--- src/rtl/sine_analyzer_if.sv ---
// Sample stream in, period/peak measurement results out.
interface sine_analyzer_if #(
   parameter int DW = 16
);
   logic signed [DW-1:0] sample_in;
   logic                 sample_valid;
   logic [31:0]          period;
   logic signed [DW-1:0] peak_pos;
   logic signed [DW-1:0] peak_neg;
   logic                 meas_valid;
   logic                 locked;
   logic                 timeout;

   modport master (
      output sample_in, sample_valid,
      input  period, peak_pos, peak_neg,
      input  meas_valid, locked, timeout
   );

   modport slave (
      input  sample_in, sample_valid,
      output period, peak_pos, peak_neg,
      output meas_valid, locked, timeout
   );
endinterface

--- src/rtl/sine_analyzer.sv ---
// Period and peak meter on rising zero crossings with hysteresis.
// Optional 4-period averaging of the period output: SINE_ANALYZER_AVG_EN.
module sine_analyzer #(
   parameter int DW      = 16,
   parameter int HYST    = 64,
   parameter int TIMEOUT = 10000000
)(
   input  logic          clk,
   input  logic          reset,
   sine_analyzer_if.slave bus
);

   typedef enum logic [1:0] {S_UNK, S_LOW, S_HIGH} state_t;

   localparam logic signed [DW-1:0] HYS_P  = DW'(HYST);
   localparam logic signed [DW-1:0] HYS_N  = -HYS_P;
   localparam logic [31:0]          TO_CNT = 32'(TIMEOUT);

   state_t r_state;
   state_t w_state_nxt;

   logic signed [DW-1:0] w_s;
   logic                 w_hi;
   logic                 w_lo;
   logic                 w_event;
   logic                 w_to;
   logic                 w_pub;
   logic                 w_upd;
   logic [31:0]          w_per_nxt;

   logic [31:0]          r_cnt;
   logic                 r_first;
   logic signed [DW-1:0] r_max;
   logic signed [DW-1:0] r_min;
   logic [31:0]          r_period;
   logic signed [DW-1:0] r_pos;
   logic signed [DW-1:0] r_neg;
   logic                 r_mv;
   logic                 r_locked;
   logic                 r_timeout;

   assign w_s  = bus.sample_in;
   assign w_hi = bus.sample_valid && (w_s >= HYS_P);
   assign w_lo = bus.sample_valid && (w_s <= HYS_N);

   always_ff @(posedge clk or negedge reset) begin
      if (!reset) r_state <= S_UNK;
      else        r_state <= w_state_nxt;
   end

   always_comb begin
      w_state_nxt = r_state;
      if (w_to) begin
         w_state_nxt = S_UNK;
      end else begin
         unique case (r_state)
            S_UNK: begin
               if (w_hi)      w_state_nxt = S_HIGH;
               else if (w_lo) w_state_nxt = S_LOW;
            end
            S_LOW:  if (w_hi) w_state_nxt = S_HIGH;
            S_HIGH: if (w_lo) w_state_nxt = S_LOW;
            default: w_state_nxt = S_UNK;
         endcase
      end
   end

   // An event on the count-expiry cycle suppresses the timeout.
   always_comb begin
      w_event = w_hi && (r_state == S_LOW);
      w_to    = !w_event && (r_cnt == TO_CNT);
      w_pub   = w_event && r_first;
   end

   always_ff @(posedge clk or negedge reset) begin
      if (!reset) begin
         r_cnt   <= '0;
         r_first <= 1'b0;
      end else begin
         if (w_event)        r_cnt <= 32'd1;
         else if (w_to)      r_cnt <= '0;
         else if (~&r_cnt)   r_cnt <= r_cnt + 32'd1;
         if (w_to)           r_first <= 1'b0;
         else if (w_event)   r_first <= 1'b1;
      end
   end

   always_ff @(posedge clk or negedge reset) begin
      if (!reset) begin
         r_max <= '0;
         r_min <= '0;
      end else if (w_event) begin
         r_max <= w_s;
         r_min <= w_s;
      end else if (bus.sample_valid) begin
         if (w_s > r_max) r_max <= w_s;
         if (w_s < r_min) r_min <= w_s;
      end
   end

`ifdef SINE_ANALYZER_AVG_EN
   logic [31:0] r_hist [3];
   logic [2:0]  r_nmeas;
   logic [33:0] w_sum;

   assign w_sum = {2'b00, r_cnt} + {2'b00, r_hist[0]}
                + {2'b00, r_hist[1]} + {2'b00, r_hist[2]};
   assign w_upd     = w_pub && (r_nmeas >= 3'd3);
   assign w_per_nxt = w_sum[33:2];

   always_ff @(posedge clk or negedge reset) begin
      if (!reset) begin
         for (int i = 0; i < 3; i++) r_hist[i] <= '0;
         r_nmeas <= '0;
      end else if (w_to) begin
         for (int i = 0; i < 3; i++) r_hist[i] <= '0;
         r_nmeas <= '0;
      end else if (w_pub) begin
         r_hist[0] <= r_cnt;
         r_hist[1] <= r_hist[0];
         r_hist[2] <= r_hist[1];
         if (r_nmeas < 3'd4) r_nmeas <= r_nmeas + 3'd1;
      end
   end
`else
   assign w_upd     = w_pub;
   assign w_per_nxt = r_cnt;
`endif

   always_ff @(posedge clk or negedge reset) begin
      if (!reset) begin
         r_period  <= '0;
         r_pos     <= '0;
         r_neg     <= '0;
         r_mv      <= 1'b0;
         r_locked  <= 1'b0;
         r_timeout <= 1'b0;
      end else begin
         r_mv      <= w_upd;
         r_timeout <= w_to;
         if (w_to)       r_locked <= 1'b0;
         else if (w_upd) r_locked <= 1'b1;
         if (w_upd) begin
            r_period <= w_per_nxt;
            r_pos    <= r_max;
            r_neg    <= r_min;
         end
      end
   end

   assign bus.period     = r_period;
   assign bus.peak_pos   = r_pos;
   assign bus.peak_neg   = r_neg;
   assign bus.meas_valid = r_mv;
   assign bus.locked     = r_locked;
   assign bus.timeout    = r_timeout;

endmodule

--- src/flat_wrapper.sv ---
// flat-port wrapper written by rule: the top's interface ports become plain ports
module sine_analyzer_flat 
#(
   parameter int DW      = 16,
   parameter int HYST    = 64,
   parameter int TIMEOUT = 10000000
)
  (clk, reset, bus_sample_in, bus_sample_valid, bus_period, bus_peak_pos, bus_peak_neg, bus_meas_valid, bus_locked, bus_timeout);
  sine_analyzer_if #(.DW(DW)) bus_i ();
  input  logic clk;
  input  logic reset;
  input wire logic [$bits(bus_i.sample_in)-1:0] bus_sample_in;
  input wire logic [$bits(bus_i.sample_valid)-1:0] bus_sample_valid;
  output wire logic [$bits(bus_i.period)-1:0] bus_period;
  output wire logic [$bits(bus_i.peak_pos)-1:0] bus_peak_pos;
  output wire logic [$bits(bus_i.peak_neg)-1:0] bus_peak_neg;
  output wire logic [$bits(bus_i.meas_valid)-1:0] bus_meas_valid;
  output wire logic [$bits(bus_i.locked)-1:0] bus_locked;
  output wire logic [$bits(bus_i.timeout)-1:0] bus_timeout;
  assign bus_i.sample_in = bus_sample_in;
  assign bus_i.sample_valid = bus_sample_valid;
  assign bus_period = bus_i.period;
  assign bus_peak_pos = bus_i.peak_pos;
  assign bus_peak_neg = bus_i.peak_neg;
  assign bus_meas_valid = bus_i.meas_valid;
  assign bus_locked = bus_i.locked;
  assign bus_timeout = bus_i.timeout;
  sine_analyzer #(.DW(DW), .HYST(HYST), .TIMEOUT(TIMEOUT)) u_core (.clk(clk), .reset(reset), .bus(bus_i));
endmodule
--- config.mk ---
export PLATFORM = sky130hd
export DESIGN_NAME = sine_analyzer_flat
export DESIGN_NICKNAME = d
export VERILOG_FILES = /design/src/rtl/sine_analyzer_if.sv /design/src/rtl/sine_analyzer.sv /design/src/flat_wrapper.sv
export SDC_FILE = /design/constraint.sdc
export NUM_CORES = 1
export LEC_CHECK = 0
export ABC_AREA = 1
export BUFFER_PORTS_ARGS = -buffer_cell sky130_fd_sc_hd__buf_2
export CORE_ASPECT_RATIO = 1.2
export CORE_MARGIN = 4
export CORE_UTILIZATION = 29
export CTS_CLUSTER_DIAMETER = 60
export DETAILED_ROUTE_END_ITERATION = 8
export GPL_ROUTABILITY_DRIVEN = 0
export HOLD_SLACK_MARGIN = 0.03
export PLACE_DENSITY = 0.44
export SLEW_MARGIN = 25
export SYNTH_ARGS = -nofsm -noshare
export SYNTH_HDL_FRONTEND = slang
export SYNTH_SLANG_ARGS = --single-unit
--- constraint.sdc ---
create_clock -name clk -period 2 [get_ports clk]
set_clock_uncertainty 0.05 [all_clocks]
set_input_delay 0 -clock clk [delete_from_list [all_inputs] [get_ports clk]]
set_output_delay 0 -clock clk [all_outputs]
set_load 0.005 [all_outputs]
==> results.json <==
{
  "crit_arrival_ns": 2.21,
  "clockRootBuffer": "clkbuf_16",
  "ir_drop_uv": 660,
  "nFillCells": 2540,
  "critPathLaunchType": "flop",
  "end_kind": "flop",
  "max_freq_mhz": 512,
  "grt_overflow": 0,
  "grt_max_degree": 86,
  "antenna_found_initial": 0,
  "fin_crit_sh_pct": 97.7,
  "syn_area_um2": 7020,
  "p_total_w": 0.0129,
  "nets": 1047,
  "tightest_slew_ns": 0.615,
  "ant_nets": 0,
  "outcome": "complete, no violations",
  "synthArstFlopShare_pct": 100,
  "seq_area_um2": 3350,
  "crit_fanout": 8,
  "path_class": "flop to flop",
  "detail_route.wl_per_cell_um": 15.9,
  "hold_violations": 0,
  "drv_slew": 0,
  "ys_types": 36,
  "fin_util_pct": 39.0,
  "netlist_instances": 855,
  "grt_setup_unrepaired": "true",
  "antennaDiodeCount": 0,
  "instances_no_fill": 1328,
  "relSlewSlack_pct": 59.0,
  "clk_pin_slew_ns": 0.06,
  "placed_cells": 1273,
  "p_leak_nw": 4.47,
  "drive_above_1_share_pct": 25.9,
  "cp_data_required_time_ns": 2.25,
  "vias_per_cell": 4.66,
  "clock_latency_ns": 0.42,
  "fin_crit_ns": 1.95,
  "ioPinCount": 86,
  "portBuffers": 85,
  "cts_buffers": 17,
  "cts_tree": "built",
  "finalSetupTns_ns": 0,
  "htree_levels": 4,
  "grt_pass1_vias": 6303,
  "post_dp_cell_area_um2": 8070,
  "ys.flop_type": "dfrtp_1",
  "track_usage_pct": 16.1,
  "synth_seq_cells": 134,
  "multiInputGateArea_um2": 3510,
  "yosysWarningCount": 0,
  "drc": 0,
  "cts_sinks": 134,
  "hpwlAfterDp_um": 15200,
  "start_util_pct": 29.4,
  "core_um2": 23900,
  "dr.pass1.iters": 4,
  "finalWirelength_um": 21100,
  "syn_area_per_cell_um2": 8.21,
  "area_growth_pct": 32.8,
  "clockBufferDepth": 2,
  "synth-edff-count": 0,
  "setup-violations-final": 0,
  "drtIter0Drc": 347,
  "powerDensity_nw_per_um2": 1390,
  "grt_pass1_wl_um": 33600,
  "fp-row-count": 62,
  "die-area_um2": 26800,
  "stdcell_area_um2": 9320,
  "seq_area_frac_synth_pct": 47.8,
  "min_path_type": "input pin to asynchronous set/reset pin",
  "syn_nets": 907,
  "cap_violations": 0,
  "vias": 6184,
  "die_h_um": 178,
  "die_w_um": 150
}
## cells in the mapped netlist, types with 7 or more instances
| cell | n | share of area [%] |
|---|---|---|
| a21oi_1 | 21 | 1.5 |
| buf_2 | 14 | 1.0 |
| buf_4 | 7 | 0.75 |
| dfrtp_1 | 134 | 48 |
| ha_1 | 33 | 5.9 |
| inv_1 | 95 | 5.1 |
| nand2_1 | 242 | 13 |
| nand3_1 | 62 | 4.4 |
| nand4_1 | 26 | 2.3 |
| nor2_1 | 62 | 3.3 |
| nor3_1 | 21 | 1.5 |
| nor4_1 | 10 | 0.89 |
| o21a_1 | 53 | 5.7 |
| o21ai_0 | 23 | 1.6 |
| xor2_1 | 7 | 0.87 |
## path summary, 6_finish.rpt
kind | end | from | slack [ns] | cells past startpoint
min | u_core.bus.period[25] | reset | 0.07 | 2
max | u_core.r_min[0] | u_core.r_min[6] | 0.05 | 13
max in group asynchronous | u_core.bus.peak_neg[9] | reset | 1.17 | 3
max reg2reg | u_core.r_min[0] | u_core.r_min[6] | 0.05 | 13
min in group clk | u_core.r_min[0] | bus_sample_in[0] | 0.39 | 4
min reg2reg | u_core.r_min[13] | u_core.r_min[13] | 0.42 | 2
## logic make-up (layout without fill, tap and decap cells)
kind of cell	Yosys count	in the layout	synth area share [%]
buffers and inverters	130	282	7.79
AOI/OAI and AO/OA	108	108	9.94
DFF	134	134	47.8
adders and majority gates	33	33	5.88
and+or+nand+nor	443	444	27.7
xor gates and xnor gates	7	7	0.873
## critical path: stages (launching register included)
cell and delay [ns]:
dfrtp_1 0.37, inv_1 0.11, ha_1 0.24, nand2_1 0.10, nor2_1 0.06, nor3_2 0.14, nand2_2 0.08, nand2_2 0.06
nand2_1 0.07, nand2_2 0.09, nand3_4 0.15, buf_8 0.20, nand3_2 0.06, nand2_1 0.06
## repair_timing
item	in CTS	in global routing
hold buffers	18	0
endpoints found under the setup margin	0	56
endpoints found under the hold margin	167	0
setup buffers	0	4
gates resized for setup	0	91
## final cells by class
type / count / share of cell area [%]
multi-input cells: 592 / 37.7
flip-flops and latches: 134 / 36.0
repair buffers: 149 / 11.3
clock buffers: 19 / 4.75
well taps: 320 / 4.30
inverters: 101 / 4.07
clock inverters: 13 / 1.93
## power breakdown
group | internal [W] | total, W | switching, W
Sequential | 0.00382 | 0.00457 | 0.000758
Combinational | 0.00235 | 0.00501 | 0.00266
Clock | 0.00211 | 0.00335 | 0.00123
## sequential cells by signal, indices dropped and copies added, names as in the netlist
| signal | flops |
|---|---|
| u_core.bus.locked | 1 |
| u_core.bus.meas_valid | 1 |
| u_core.bus.peak_neg | 16 |
| u_core.bus.peak_pos | 16 |
| u_core.bus.period | 32 |
| u_core.bus.timeout | 1 |
| u_core.r_cnt | 32 |
| u_core.r_first | 1 |
| u_core.r_max | 16 |
| u_core.r_min | 16 |
| u_core.r_state | 2 |
## through the flow
stage | setup WS (ns) | hold slack, ns
after global routing | -0.0721 | 0.121
after floorplan | 0.165 | -0.346
after global placement | 0.0181 | -0.0227
after detailed placement | 0.0274 | -0.0245
after CTS | 0.00378 | 0.0897
final | 0.0454 | 0.0708
## per-layer routing
| metal | vias to the layer above | wire, um | track usage (%) |
|---|---|---|---|
| met2 | 130 | 10900 | 28.4 |
| li1 | 3081 | - | - |
| met5 | - | 0 | 0 |
| met1 | 2947 | 9130 | 19.8 |
| met3 | 26 | 675 | 2.49 |
| met4 | 0 | 421 | 6.22 |
## cells in the final DEF, fill, tap and decap left out, types with 4 or more instances in the layout
cell type and count:
o21a_1 53, inv_1 77, buf_2 81, dfrtp_1 134
nor4_1 8, buf_4 37, clkinv_2 4, a21oi_2 5
nand3_1 45, nand3_2 18, nor2_4 4, inv_2 23
a21oi_1 16, ha_4 13, xor2_1 7, nor3_1 19
ha_1 19, o21ai_0 22, nor2_2 4, o31ai_1 5
nand2_2 14, nand4_1 26, nand2_1 231, buf_12 4
dlygate4sd3_1 18, bufinv_16 4, clkbuf_16 18, nor2_1 57
Power figures use the tool's default switching activity.
